**src/rtl/alu_share_arbiter_pkg.sv**
```systemverilog
// Shared constants for the two-requester ALU sharing block:
// default widths and the ALU operation codes it passes through.
package alu_share_arbiter_pkg;

   localparam int WIDTH_DEF = 32;
   localparam int OPW_DEF   = 4;

   // Operation codes understood by the external ALU. The arbiter never
   // decodes them; they are listed here for users and benches.
   localparam logic [OPW_DEF-1:0] ALU_AND = 4'b0000;
   localparam logic [OPW_DEF-1:0] ALU_OR  = 4'b0001;
   localparam logic [OPW_DEF-1:0] ALU_ADD = 4'b0010;
   localparam logic [OPW_DEF-1:0] ALU_SUB = 4'b0110;
   localparam logic [OPW_DEF-1:0] ALU_SLT = 4'b0111;
   localparam logic [OPW_DEF-1:0] ALU_NOR = 4'b1100;

endpackage

```
**src/rtl/alu_resp_slot.sv**
```systemverilog
// One requester's registered result slot. The slot state (EMPTY/FULL) is
// carried by 'valid' itself, which is also the slot's visible status.
module alu_resp_slot
   import alu_share_arbiter_pkg::*;
#(
   parameter int WIDTH = WIDTH_DEF
) (
   input  logic             clk,
   input  logic             reset_n,
   input  logic             load,
   input  logic             drain,
   input  logic [WIDTH-1:0] alu_result,
   input  logic             alu_zero,
   output logic             valid,
   output logic [WIDTH-1:0] data,
   output logic             zero
);

   // Capture on grant (also covers drain+grant back-to-back), else empty on drain.
   always_ff @(posedge clk or negedge reset_n) begin
      if (!reset_n) begin
         valid <= 1'b0;
         data  <= '0;
         zero  <= 1'b0;
      end else if (load) begin
         valid <= 1'b1;
         data  <= alu_result;
         zero  <= alu_zero;
      end else if (drain) begin
         valid <= 1'b0;
      end
   end

endmodule

```
**src/rtl/alu_share_arbiter.sv**
```systemverilog
// Round-robin sharing of one external combinational ALU between the
// integer datapath (requester 0) and the address/branch path (requester 1).
//
// Handshake: a request transfers on a cycle where req_valid && req_ready;
// req_ready may depend on req_valid, but requesters must never make
// req_valid depend on req_ready. A response transfers on a cycle where
// resp_valid && resp_ready; resp_valid stays high and resp_data/resp_zero
// stay stable until that transfer.
module alu_share_arbiter
   import alu_share_arbiter_pkg::*;
#(
   parameter int WIDTH = WIDTH_DEF,
   parameter int OPW   = OPW_DEF
) (
   input  logic             clk,
   input  logic             reset_n,
   input  logic             req0_valid,
   output logic             req0_ready,
   input  logic [OPW-1:0]   req0_op,
   input  logic [WIDTH-1:0] req0_a,
   input  logic [WIDTH-1:0] req0_b,
   output logic             resp0_valid,
   input  logic             resp0_ready,
   output logic [WIDTH-1:0] resp0_data,
   output logic             resp0_zero,
   input  logic             req1_valid,
   output logic             req1_ready,
   input  logic [OPW-1:0]   req1_op,
   input  logic [WIDTH-1:0] req1_a,
   input  logic [WIDTH-1:0] req1_b,
   output logic             resp1_valid,
   input  logic             resp1_ready,
   output logic [WIDTH-1:0] resp1_data,
   output logic             resp1_zero,
   output logic [OPW-1:0]   alu_op,
   output logic [WIDTH-1:0] alu_a,
   output logic [WIDTH-1:0] alu_b,
   input  logic [WIDTH-1:0] alu_result,
   input  logic             alu_zero,
   output logic             prio_state
);

   logic prio;
   logic elig0, elig1;
   logic grant0, grant1;

   // A slot being drained this cycle can already take a new operation.
   assign elig0 = req0_valid && (!resp0_valid || resp0_ready);
   assign elig1 = req1_valid && (!resp1_valid || resp1_ready);

   // Lone eligible requester wins; on contention prio picks the winner.
   assign grant0 = elig0 && (!elig1 || !prio);
   assign grant1 = elig1 && (!elig0 ||  prio);

   assign req0_ready = grant0;
   assign req1_ready = grant1;
   assign prio_state = prio;

   // Steer the granted request to the ALU; park it at zero when idle.
   always_comb begin
      alu_op = '0;
      alu_a  = '0;
      alu_b  = '0;
      if (grant0) begin
         alu_op = req0_op;
         alu_a  = req0_a;
         alu_b  = req0_b;
      end else if (grant1) begin
         alu_op = req1_op;
         alu_a  = req1_a;
         alu_b  = req1_b;
      end
   end

   // Priority passes to the other requester after every grant.
   always_ff @(posedge clk or negedge reset_n) begin
      if (!reset_n) begin
         prio <= 1'b0;
      end else if (grant0) begin
         prio <= 1'b1;
      end else if (grant1) begin
         prio <= 1'b0;
      end
   end

   alu_resp_slot #(.WIDTH(WIDTH)) u_slot0 (
      .clk        (clk),
      .reset_n    (reset_n),
      .load       (grant0),
      .drain      (resp0_ready),
      .alu_result (alu_result),
      .alu_zero   (alu_zero),
      .valid      (resp0_valid),
      .data       (resp0_data),
      .zero       (resp0_zero)
   );

   alu_resp_slot #(.WIDTH(WIDTH)) u_slot1 (
      .clk        (clk),
      .reset_n    (reset_n),
      .load       (grant1),
      .drain      (resp1_ready),
      .alu_result (alu_result),
      .alu_zero   (alu_zero),
      .valid      (resp1_valid),
      .data       (resp1_data),
      .zero       (resp1_zero)
   );

endmodule

```
**config.mk**
```make
export PLATFORM = sky130hd
export DESIGN_NAME = alu_share_arbiter
export DESIGN_NICKNAME = d
export VERILOG_FILES = /design/src/rtl/alu_share_arbiter_pkg.sv /design/src/rtl/alu_resp_slot.sv /design/src/rtl/alu_share_arbiter.sv
export SDC_FILE = /design/constraint.sdc
export NUM_CORES = 1
export LEC_CHECK = 0
export CAP_MARGIN = 0
export CORE_AREA = 3 3 119 121
export DETAILED_ROUTE_END_ITERATION = 16
export DIE_AREA = 0 0 122 124
export DONT_BUFFER_PORTS = 1
export PLACE_DENSITY = 0.4
export RECOVER_POWER = 50
export SYNTH_ARGS = -nofsm -noshare
export SYNTH_HDL_FRONTEND = slang
export SYNTH_SLANG_ARGS = --single-unit
```
**constraint.sdc**
```tcl
create_clock -name clk -period 1.76 [get_ports clk]
set_clock_uncertainty 0.15 [all_clocks]
set_input_delay 0.176 -clock clk [delete_from_list [all_inputs] [get_ports clk]]
set_output_delay 0.176 -clock clk [all_outputs]
set_load 0.1 [all_outputs]
```
==> Word level (Yosys, flattened, before mapping) <==
Cells that the tools add are included.
Widths: inputs -> output; s select.
{ "totals": {"register_bits": 69, "output_inout_bits": 139, "wordCells": 35} }
{ "classes": {"muxes": 12, "reduce_logical": 16} }
{ "ops": {"columns": ["op", "n"], "rows": [
  ["$mux 32", 4],
  ["$mux 4", 2],
  ["$mux 1", 6],
  ["$reduce_bool 2->1", 3],
  ["$logic_not 1->1", 5],
  ["$logic_and 1x1->1", 4],
  ["$logic_or 1x1->1", 4]
]} }

==> Logic depth before layout (Yosys ltp) <==
Gate-level depths: netlist of run 1.
{ "logic_depth": {"word_depth": 8, "depth_mapped": 5, "ltp_nobuf": 4} }

==> By module <==
Synthesis of run 1 repeated with hierarchy kept, for this count alone.
{ "unflattened": {"hier_cells": 240, "hier_area_um2": 3606.0} }
{ "by_module_without_submodules": {"columns": ["mod", "n_inst", "cells_per_inst", "area_each_um2"], "rows": [
  ["alu_resp_slot", 2, 73, 1413.9],
  ["alu_share_arbiter", 1, 94, 778.2]
]} }

==> Worst setup path before layout of run 1 <==
OpenSTA, ideal clock, no wires.
{ "synth_timing": {"kind": "reg2out", "start": "register u_slot0.valid", "end": "output port alu_b[22]", "t_arrival_ns": 3.466, "path_slack_ns": -2.032, "path_stages_with_launch": 6, "path_cell_list": "dfrtp_1 > nor2b_2 > o211ai_4 > inv_2 > clkbuf_1 > a22o_1"} }
{ "synth_between": {"elab_chain_cells": 8, "word_cells_on_any_way": 9, "classes_between": "mux (2); reduce/logical (7)"} }
{ "synth_rtl": {"columns": ["element", "line", "rtl"], "rows": [
  ["start, declared", "alu_resp_slot.sv:14", "output logic valid,"],
  ["start signal, assigned", "alu_resp_slot.sv:22", "valid <= 1'b0;"],
  ["start signal, assigned", "alu_resp_slot.sv:26", "valid <= 1'b1;"],
  ["start signal, assigned", "alu_resp_slot.sv:30", "valid <= 1'b0;"],
  ["$logic_not 1->1", "alu_share_arbiter.sv:48", "assign elig0 = req0_valid && (!resp0_valid || resp0_ready);"],
  ["$logic_or 1x1->1", "alu_share_arbiter.sv:48", null],
  ["$logic_and 1x1->1", "alu_share_arbiter.sv:48", null],
  ["$logic_not 1->1", "alu_share_arbiter.sv:53", "assign grant1 = elig1 && (!elig0 || prio);"],
  ["$logic_or 1x1->1", "alu_share_arbiter.sv:53", null],
  ["$logic_and 1x1->1", "alu_share_arbiter.sv:53", null],
  ["net req1_ready", "alu_share_arbiter.sv:27", "output logic req1_ready,"],
  ["$mux 32", "alu_share_arbiter.sv:68", "end else if (grant1) begin"],
  ["$mux 32", "alu_share_arbiter.sv:64", "if (grant0) begin"],
  ["end, declared", "alu_share_arbiter.sv:37", "output logic [WIDTH-1:0] alu_b,"]
]} }
The timed path passes the listed nets, and every way through them passes these cells.

==> Final worst setup path of run 1 <==
{ "layout_timing": {"start": "register u_slot0.valid", "end": "output port alu_b[3]"} }
{ "layout_between": {"elab_chain_cells": 8, "word_cells_on_any_way": 9, "classes_between": "mux (2); reduce/logical (7)"} }
{ "layout_rtl": {"columns": ["element", "line"], "rows": [
  ["$logic_not 1->1 *", "alu_share_arbiter.sv:48"],
  ["$logic_or 1x1->1 *", "alu_share_arbiter.sv:48"],
  ["$logic_and 1x1->1 *", "alu_share_arbiter.sv:48"],
  ["$logic_not 1->1", "alu_share_arbiter.sv:53"],
  ["$logic_or 1x1->1", "alu_share_arbiter.sv:53"],
  ["$logic_and 1x1->1", "alu_share_arbiter.sv:53"],
  ["$mux 32", "alu_share_arbiter.sv:68"],
  ["$mux 32 *", "alu_share_arbiter.sv:64"]
]} }
Every way passes the cells marked *; elsewhere a longest branch is shown, timed or not.

==> flow_summary.toml, run 1 <==
[die]
io_pins = 314
start_util_pct = 25.0
die_y_um = 124
core_mm2 = 0.0132
die_area_mm2 = 0.0151
core.rowCount = 42
die_w_um = 122

[min_path]
min-delay-path-class = "primary input to asynchronous set/reset pin"

[clocking]
clock_sinks = 69
cts.path.max_buffers = 2
clk-insertion-delay-late_ns = 0.32
cts_tree = "built"
cts_root_buf = "clkbuf_16"
hold_buffers = 36
cts.htree.levels = 3
path_clk_slew_ns = 0.06
cts_made_buffers = 9

[power_and_ir_drop]
p_per_area_mw_per_mm2 = 2010
fin_total_pwr_w = 0.0118
leakagePower_nw = 2.70
max-vdd-ir-drop_mv = 1.10

[sta]
setup_violations = 111
rsz0062_at_grt = "yes"
hold_viol_final = 69
fin_ws_ns = -0.529
fin_hold_ws_ns = -0.616
min_period_over_period_pct = 130
maxSlewViolCount = 0
max_clock_freq_mhz = 437
finalCriticalPeriod_ns = 2.29
relSlewSlack_pct = 62.5
worstMarginPinSlew_ns = 0.564

[global_routing]
grt_pass1_vias = 2748
grt_max_degree = 70
antenna_found_initial = 0
busiest_layer = "met2"
use_met2_pct = 25.4
use_met1_pct = 18.0
grt_overflow = 0
grt_pass1_wl_um = 16800
grt_use_total_pct = 14.9
grt_util_met3_pct = 5.13

[setup_path]
crit_path_max_incr_delay_ns = 0.47
worstPathCellList = "nor2b_4, a311oi_4, buf_6, buf_12, clkbuf_16, a22o_4"
worstPathRequired_ns = 1.43
cp.arrival_ns = 1.96
crit_path_end_kind = "primary output"
crit_type = "flop to primary output"
start_kind = "flop"
ff2ff_setup_slack_ns = -0.29
crit_path_top_delay_cell = "dfrtp_4"
cp_max_fo = 8
r2r_cells = 7

[layout]
postLayoutCellArea_mm2 = 0.00584
area_growth_pct = 77.4
drive_gt1_share_pct = 69.3
nets = 538
n_antenna_cell = 0
fin_util_pct = 44.3

[outcome]
violations = "negative hold slack, negative setup slack"
status = "finished, violations left"

[detailed_routing]
ant_nets = 0
first_pass_iters = 4
wl_per_cell_um = 24.1
drt-total-wl_um = 13100
via_per_inst = 4.94
drc = 0
via_count = 2685
drtIter0Drc = 64

[placement]
hpwl_um = 9670
port_buffers = 0
gp_congestion = 0.669
place_area_mm2 = 0.00480

[synth]
ys_ff_latch = 69
synthesis.nets = 410
synth_area_per_cell_um2 = 14.0
yosysWarningCount = 0
synthDistinctLibCells = 16
synth.yosys.seq_area_share_pct = 52.4
synth_cells = 235
synthesis.area_mm2 = 0.00329

[job]
maxCapViolations = 0
## sequential cells by signal, summed over array words and instances (netlist names)
signal         cells
u_slot0.data      32
u_slot1.data      32
prio_state         1
u_slot0.valid      1
u_slot0.zero       1
u_slot1.valid      1
u_slot1.zero       1
## worst max-delay path: cells and delay by family (launching register included)
kind	cells	cell delay, ns
buffers and inverters	3	0.45
AOI/OAI and AO/OA	2	0.57
and+or+nand+nor	1	0.15
DFF	1	0.47
## synth_stat cells
library cell	number	area [um2]
dfrtp_1	69	1730
inv_1	1	3.75
nor2b_2	1	8.76
mux2_1	14	158
o211ai_4	1	21.3
buf_2	4	20.0
nand2_1	2	7.51
mux2_2	52	586
a22o_1	68	596
or2_2	1	6.26
nand2b_4	2	27.5
buf_4	11	82.6
o2bb2ai_1	1	8.76
clkbuf_1	6	22.5
a311oi_2	1	15.0
inv_2	1	3.75
## layer usage
metal,part of all wire [%],vias up
met5,0,-
met4,0.96,0
met3,9.1,12
met2,51,147
met1,39,1360
li1,-,1166
## area by class of cell
cell class | instances | area [um2]
Tap cell | 176 | 220
Sequential cell | 69 | 1740
Fill cell | 1225 | 7350
Clock buffer | 10 | 229
Multi-Input combinational cell | 143 | 2150
Inverter | 2 | 10.0
Clock inverter | 6 | 71.3
Timing Repair Buffer | 138 | 1420
## cells by family (layout without fill, tap and decap cells)
kind of cell,Yosys count,after routing,share of synthesized area (%)
AND/OR/NAND/NOR,6,6,1.52
multiplexers,66,66,22.6
flip-flops,69,69,52.4
AO/OA/AOI/OAI,71,71,19.5
buffers and inverters,23,156,4.03
## stage by stage
stage | worst slack, ns | TNS, ns | std cells
after floorplan | -0.375 | -32.60 | 235
after global placement | -0.198 | -20.01 | 479
after CTS | -0.561 | -43.26 | 538
final | -0.529 | -40.38 | 544
after detailed placement | -0.236 | -23.70 | 479
after global routing | -0.600 | -48.61 | 544
## power by group
group | total (W) | leakage, nW | switching, W | internal (W)
combinational | 0.00766 | 1.75 | 0.00583 | 0.00182
clock | 0.00185 | 0.145 | 0.000734 | 0.00111
sequential | 0.00226 | 0.802 | 0.000237 | 0.00202
## path summary, 6_finish.rpt
check | from | endpoint
min in group clk | resp0_ready | prio_state$_DFFE_PN0P_
hold / removal | reset_n | u_slot0.data[24]$_DFFE_PN0P_
hold reg to reg | u_slot0.zero$_DFFE_PN0P_ | u_slot0.zero$_DFFE_PN0P_
max in group asynchronous | reset_n | u_slot0.valid$_DFFE_PN0P_
setup / recovery | u_slot0.valid$_DFFE_PN0P_ | alu_b[3]
setup reg to reg | u_slot0.valid$_DFFE_PN0P_ | u_slot0.data[28]$_DFFE_PN0P_
## cell usage in the layout (no fill, tap or decap), types with 2 or more instances in the layout
cell type / count
a22o_4: 68
clkbuf_16: 13
buf_4: 73
clkbuf_2: 5
dlygate4sd3_1: 36
buf_16: 2
buf_6: 3
dfrtp_1: 66
mux2_4: 28
nand2_1: 2
dfrtp_4: 3
mux2_1: 6
buf_12: 15
mux2_2: 32
nand2b_4: 2
## what timing repair did
| action | 4_1_cts | 5_1_grt |
|---|---|---|
| endpoints found under the hold margin | 137 | 69 |
| resized for setup | 20 | 24 |
| pin swaps | 4 | 6 |
| setup endpoints to repair | 125 | 136 |
| gates cloned | 2 | 4 |
| buffers inserted | 5 | 4 |
Note: power is estimated with default switching activity, not from simulation.
==> inputs of run 2 (changes only) <==
- PLACE_DENSITY: 0.4 -> not set
==> run 2 against run 1 <==
Net effect: the flow still finishes with violations (negative hold slack, negative setup slack); setup slack lost 0.031 ns; die area is the same; fmax shrank 1.4%; largest power group unchanged; global-route usage grew 4.5 points; sequential power is essentially flat; register-to-register slack lost 0.13 ns; combinational power grew 8.6%; highest routed layer is now met5; worst hold slack gained 0.0023 ns; first-iteration DRC count grew 16%; via count grew 7.7%.
==> flow_summary.toml, run 2 (synthesis results as in run 1) <==
[layout]
fillerInstances = 1107
nets = 569
reg_top3 = "u_slot0.data (32), u_slot1.data (32)"
fin_util_pct = 50.2
area_growth_pct = 101
drive_gt1_share_pct = 73.2
mostFrequentLayoutCells = "buf_4, a22o_4, dfrtp_1"
n_antenna_cell = 0
final_common_cell = "buf_4"

[placement]
port_buffers = 0
place_ws_ns = -0.288
hpwl_um = 10500
gp_congestion = 0.742

[sta]
setup_violations = 137
relSlewSlack_pct = 64.2
maxSlewViolCount = 0
max_clock_freq_mhz = 431
worstMarginPinSlew_ns = 0.539
hold_viol_final = 69
rsz0062_at_grt = "yes"
fin_hold_ws_ns = -0.613
min_period_over_period_pct = 132
finalCriticalPeriod_ns = 2.32
fin_ws_ns = -0.560

[detailed_routing]
ant_nets = 0
drtIter0Drc = 74
first_pass_iters = 4
drc = 0
via_per_inst = 5.03
drt-total-wl_um = 15900
via_count = 2893
wl_per_cell_um = 27.6

[power_and_ir_drop]
p_per_area_mw_per_mm2 = 1900
fin_total_pwr_w = 0.0126
max-vdd-ir-drop_mv = 1.12
leakagePower_nw = 3.14

[global_routing]
grt_overflow = 0
grt_max_degree = 70
grt_pass1_wl_um = 21000
grt_use_total_pct = 19.4
grt_pass1_vias = 3104
antenna_found_initial = 2

[die]
die_area_mm2 = 0.0151
die_w_um = 122
die_y_um = 124
start_util_pct = 25.0
core.rowCount = 42
io_pins = 314
core_mm2 = 0.0132

[clocking]
clock_sinks = 69
clk-insertion-delay-late_ns = 0.33
cts.path.max_buffers = 2
cts_tree = "built"
hold_buffers = 36
cts.htree.levels = 3
cts_root_buf = "clkbuf_16"
cts_made_buffers = 9
path_clk_slew_ns = 0.06

[job]
maxCapViolations = 0

[setup_path]
cp_max_fo = 6
start_kind = "flop"
worstPathRequired_ns = 1.43
crit_path_end_kind = "primary output"
ff2ff_setup_slack_ns = -0.42
cp.arrival_ns = 1.99
crit_type = "flop to primary output"

[min_path]
min-delay-path-class = "primary input to asynchronous set/reset pin"

[outcome]
violations = "negative hold slack, negative setup slack"
status = "finished, violations left"
[run 2: layout make-up]
| type | count | area (um2) | area share (%) |
|---|---|---|---|
| inverter | 2 | 20.0 | 0.302 |
| clock inverter | 5 | 82.6 | 1.25 |
| timing repair inverter | 1 | 11.3 | 0.170 |
| multi-input combinational | 143 | 2280 | 34.4 |
| sequential | 69 | 1740 | 26.2 |
| clock buffer | 11 | 243 | 3.66 |
| tap | 176 | 220 | 3.32 |
| timing repair buffer | 168 | 2030 | 30.7 |
[run 2: timing repair]
action	4_1_cts	5_1_grt
resized for setup	101	21
pin swaps	11	12
endpoints found under the setup margin	133	137
buffers inserted	22	13
endpoints found under the hold margin	137	69
gates cloned	14	5
[run 2: power breakdown]
group          internal, W  switching [W]  leakage [nW]
sequential         0.00202       0.000270         0.802
combinational      0.00232        0.00599          2.18
clock              0.00129       0.000707         0.160
[run 2: final timing paths]
check,from,endpoint,depth (start not counted)
min,reset_n,u_slot0.data[15]$_DFFE_PN0P_,0
max reg2reg,u_slot0.valid$_DFFE_PN0P_,u_slot0.data[5]$_DFFE_PN0P_,9
min reg2reg,u_slot1.zero$_DFFE_PN0P_,u_slot1.zero$_DFFE_PN0P_,1
max,u_slot0.valid$_DFFE_PN0P_,alu_b[12],8
max in group asynchronous,reset_n,u_slot0.valid$_DFFE_PN0P_,0
min in group clk,resp1_ready,prio_state$_DFFE_PN0P_,3
[run 2: per-stage QoR]
step,instance area [um2],hold slack (ns),TNS [ns],std cells
after floorplan,4000,-0.270,-32.60,235
after CTS,6430,-0.624,-56.40,563
after global routing,6620,-0.628,-63.13,575
after global placement,4800,-0.268,-25.48,476
final,6620,-0.613,-56.27,575
after detailed placement,4800,-0.267,-29.35,476
[run 2: layer usage]
metal	global-route usage (%)	vias to the layer above	share of wire [%]
met5	0	-	0.17
li1	-	1232	-
met4	6.16	4	2.6
met2	34.2	157	52
met1	22.8	1477	37
met3	5.40	23	7.4
[run 2: critical path, stage by stage (launching register included)]
cell and delay, ns:
dfrtp_4 0.47, nor2b_4 0.15, buf_6 0.12, o211ai_4 0.21
buf_12 0.15, inv_12 0.04, buf_8 0.13, a22o_4 0.22
buf_12 0.16
==> inputs of run 3 (changes only) <==
- PLACE_DENSITY: not set -> 0.35
==> run 3 against run 2 <==
Net effect: the run still ends with negative hold slack, negative setup slack left; clock-buffer cell count is 2 lower; utilization is 4.8 points lower; non-clock buffer count is 27 lower; critical path depth is 2 lower; wire length is 11% lower; fmax is 1.1% higher; power is 3.7% lower; worst hold slack better by 0.00060 ns; cell area is 9.6% lower; die area stayed put; via count is 4.9% lower; largest power group unchanged.
==> flow_summary.toml, run 3 (synthesis results as in run 1) <==
[outcome]
status = "finished, violations left"
violations = "negative hold slack, negative setup slack"

[sta]
worstMarginPinSlew_ns = 0.538
fin_hold_ws_ns = -0.613
setup_violations = 136
fin_ws_ns = -0.536
relSlewSlack_pct = 64.3
min_period_over_period_pct = 130
max_clock_freq_mhz = 436
hold_viol_final = 69
finalCriticalPeriod_ns = 2.30
rsz0062_at_grt = "yes"
maxSlewViolCount = 0

[clocking]
cts.path.max_buffers = 2
path_clk_slew_ns = 0.06
cts_made_buffers = 9
cts.htree.levels = 3
hold_buffers = 36
clock_sinks = 69
clk-insertion-delay-late_ns = 0.33
cts_tree = "built"
cts_root_buf = "clkbuf_16"

[global_routing]
grt_max_degree = 70
antenna_found_initial = 0
grt_pass1_wl_um = 18500
use_met2_pct = 29.0
grt_pass1_vias = 2910
use_met1_pct = 20.0
grt_util_met3_pct = 4.59
grt_use_total_pct = 16.6
grt_overflow = 0
busiest_layer = "met2"

[layout]
n_antenna_cell = 0
reg_top3 = "u_slot0.data (32), u_slot1.data (32)"
mostFrequentLayoutCells = "buf_4, a22o_4, dfrtp_1"
nets = 541
final_common_cell = "buf_4"
postLayoutCellArea_mm2 = 0.00599
drive_gt1_share_pct = 70.4
area_growth_pct = 81.9

[placement]
place_area_mm2 = 0.00479
gp_congestion = 0.751
port_buffers = 0
hpwl_um = 10300

[die]
core_mm2 = 0.0132
start_util_pct = 25.0
die_w_um = 122
core.rowCount = 42
io_pins = 314
die_area_mm2 = 0.0151
die_y_um = 124

[setup_path]
ff2ff_setup_slack_ns = -0.27
cp_max_fo = 15
worst-path-buf-inv = 3
worstPathRequired_ns = 1.43
crit_path_max_incr_delay_ns = 0.47
cp.arrival_ns = 1.97
r2r_cells = 8
reg2reg_from = "u_slot0.valid$_DFFE_PN0P_"
worstReg2RegEnd = "u_slot1.data[26]$_DFFE_PN0P_"
crit_family = "compound AO/OA/AOI/OAI gates"
crit_path_end_kind = "primary output"
crit_type = "flop to primary output"
crit_path_top_delay_cell = "dfrtp_4"
start_kind = "flop"
worstPathCellList = "nor2b_4, buf_6, o211ai_4, inv_6, clkbuf_16, a22o_4"

[detailed_routing]
via_per_inst = 5.03
wl_per_cell_um = 25.8
drtIter0Drc = 125
drc = 0
via_count = 2752
ant_nets = 0
drt-total-wl_um = 14100
first_pass_iters = 4

[job]
maxCapViolations = 0

[power_and_ir_drop]
p_per_area_mw_per_mm2 = 2030
p_int_w = 0.00532
clockPowerShare_pct = 17.3
leakagePower_nw = 2.79
max-vdd-ir-drop_mv = 1.16
pwr-share-comb_pct = 63.9
power_switching_w = 0.00682
swShare_pct = 56.2
p_seq_share_pct = 18.8

[min_path]
min-delay-path-class = "primary input to asynchronous set/reset pin"
[run 3: timing repair]
item                                   in CTS  in global routing
pin swaps                                   5                 10
gates resized for setup                    33                 37
setup endpoints to repair                 135                137
cloned                                      7                  2
buffers inserted                           11                  4
endpoints found under the hold margin     136                 69
[run 3: final cells by class]
cell class                      instances  area (um2)
Fill cell                            1177        7200
Sequential cell                        69        1740
Multi-Input combinational cell        143        2180
Tap cell                              176         220
Inverter                                2        12.5
Timing Repair Buffer                  141        1500
Clock buffer                            9         225
Clock inverter                          7         121
[run 3: per-layer routing]
layer | part of all wire (%) | wire (um) | vias to the layer above
met5 | 0 | 0 | -
met4 | 1.3 | 177 | 0
met3 | 7.2 | 1020 | 10
met2 | 53 | 7450 | 149
met1 | 39 | 5460 | 1417
li1 | - | - | 1176
[run 3: how the worst max path moves through the flow]
stage	depth (start not counted)	slack, ns	start	end
after floorplan	5	-0.37	u_slot1.valid$_DFFE_PN0P_	alu_b[23]
after global placement	4	-0.22	u_slot0.valid$_DFFE_PN0P_	alu_b[14]
after detailed placement	4	-0.26	u_slot0.valid$_DFFE_PN0P_	alu_b[14]
after CTS	5	-0.60	u_slot0.valid$_DFFE_PN0P_	alu_b[14]
after global routing	6	-0.60	u_slot0.valid$_DFFE_PN0P_	alu_a[24]
final	6	-0.54	u_slot0.valid$_DFFE_PN0P_	alu_a[24]
[run 3: power groups by stage]
stage	combinational [W]	sequential, W	clock [W]
2_1_floorplan	0.00307	0.00538	0
6_report	0.00776	0.00228	0.00210
4_1_cts	0.00767	0.00228	0.00215
3_3_place_gp	0.00724	0.00227	0
3_5_place_dp	0.00727	0.00229	0
5_1_grt	0.00791	0.00233	0.00223
[run 3: metrics by stage]
step	cells	util [%]	setup slack (ns)	power [W]	setup TNS, ns
3_5_place_dp	478	36.3	-0.256	0.00956	-23.41
6_report	547	45.4	-0.536	0.0121	-45.53
4_1_cts	547	44.5	-0.596	0.0121	-57.78
2_1_floorplan	235	-	-0.375	0.00844	-32.60
5_1_grt	547	45.4	-0.603	0.0125	-53.95
3_3_place_gp	478	36.3	-0.218	0.00951	-19.31
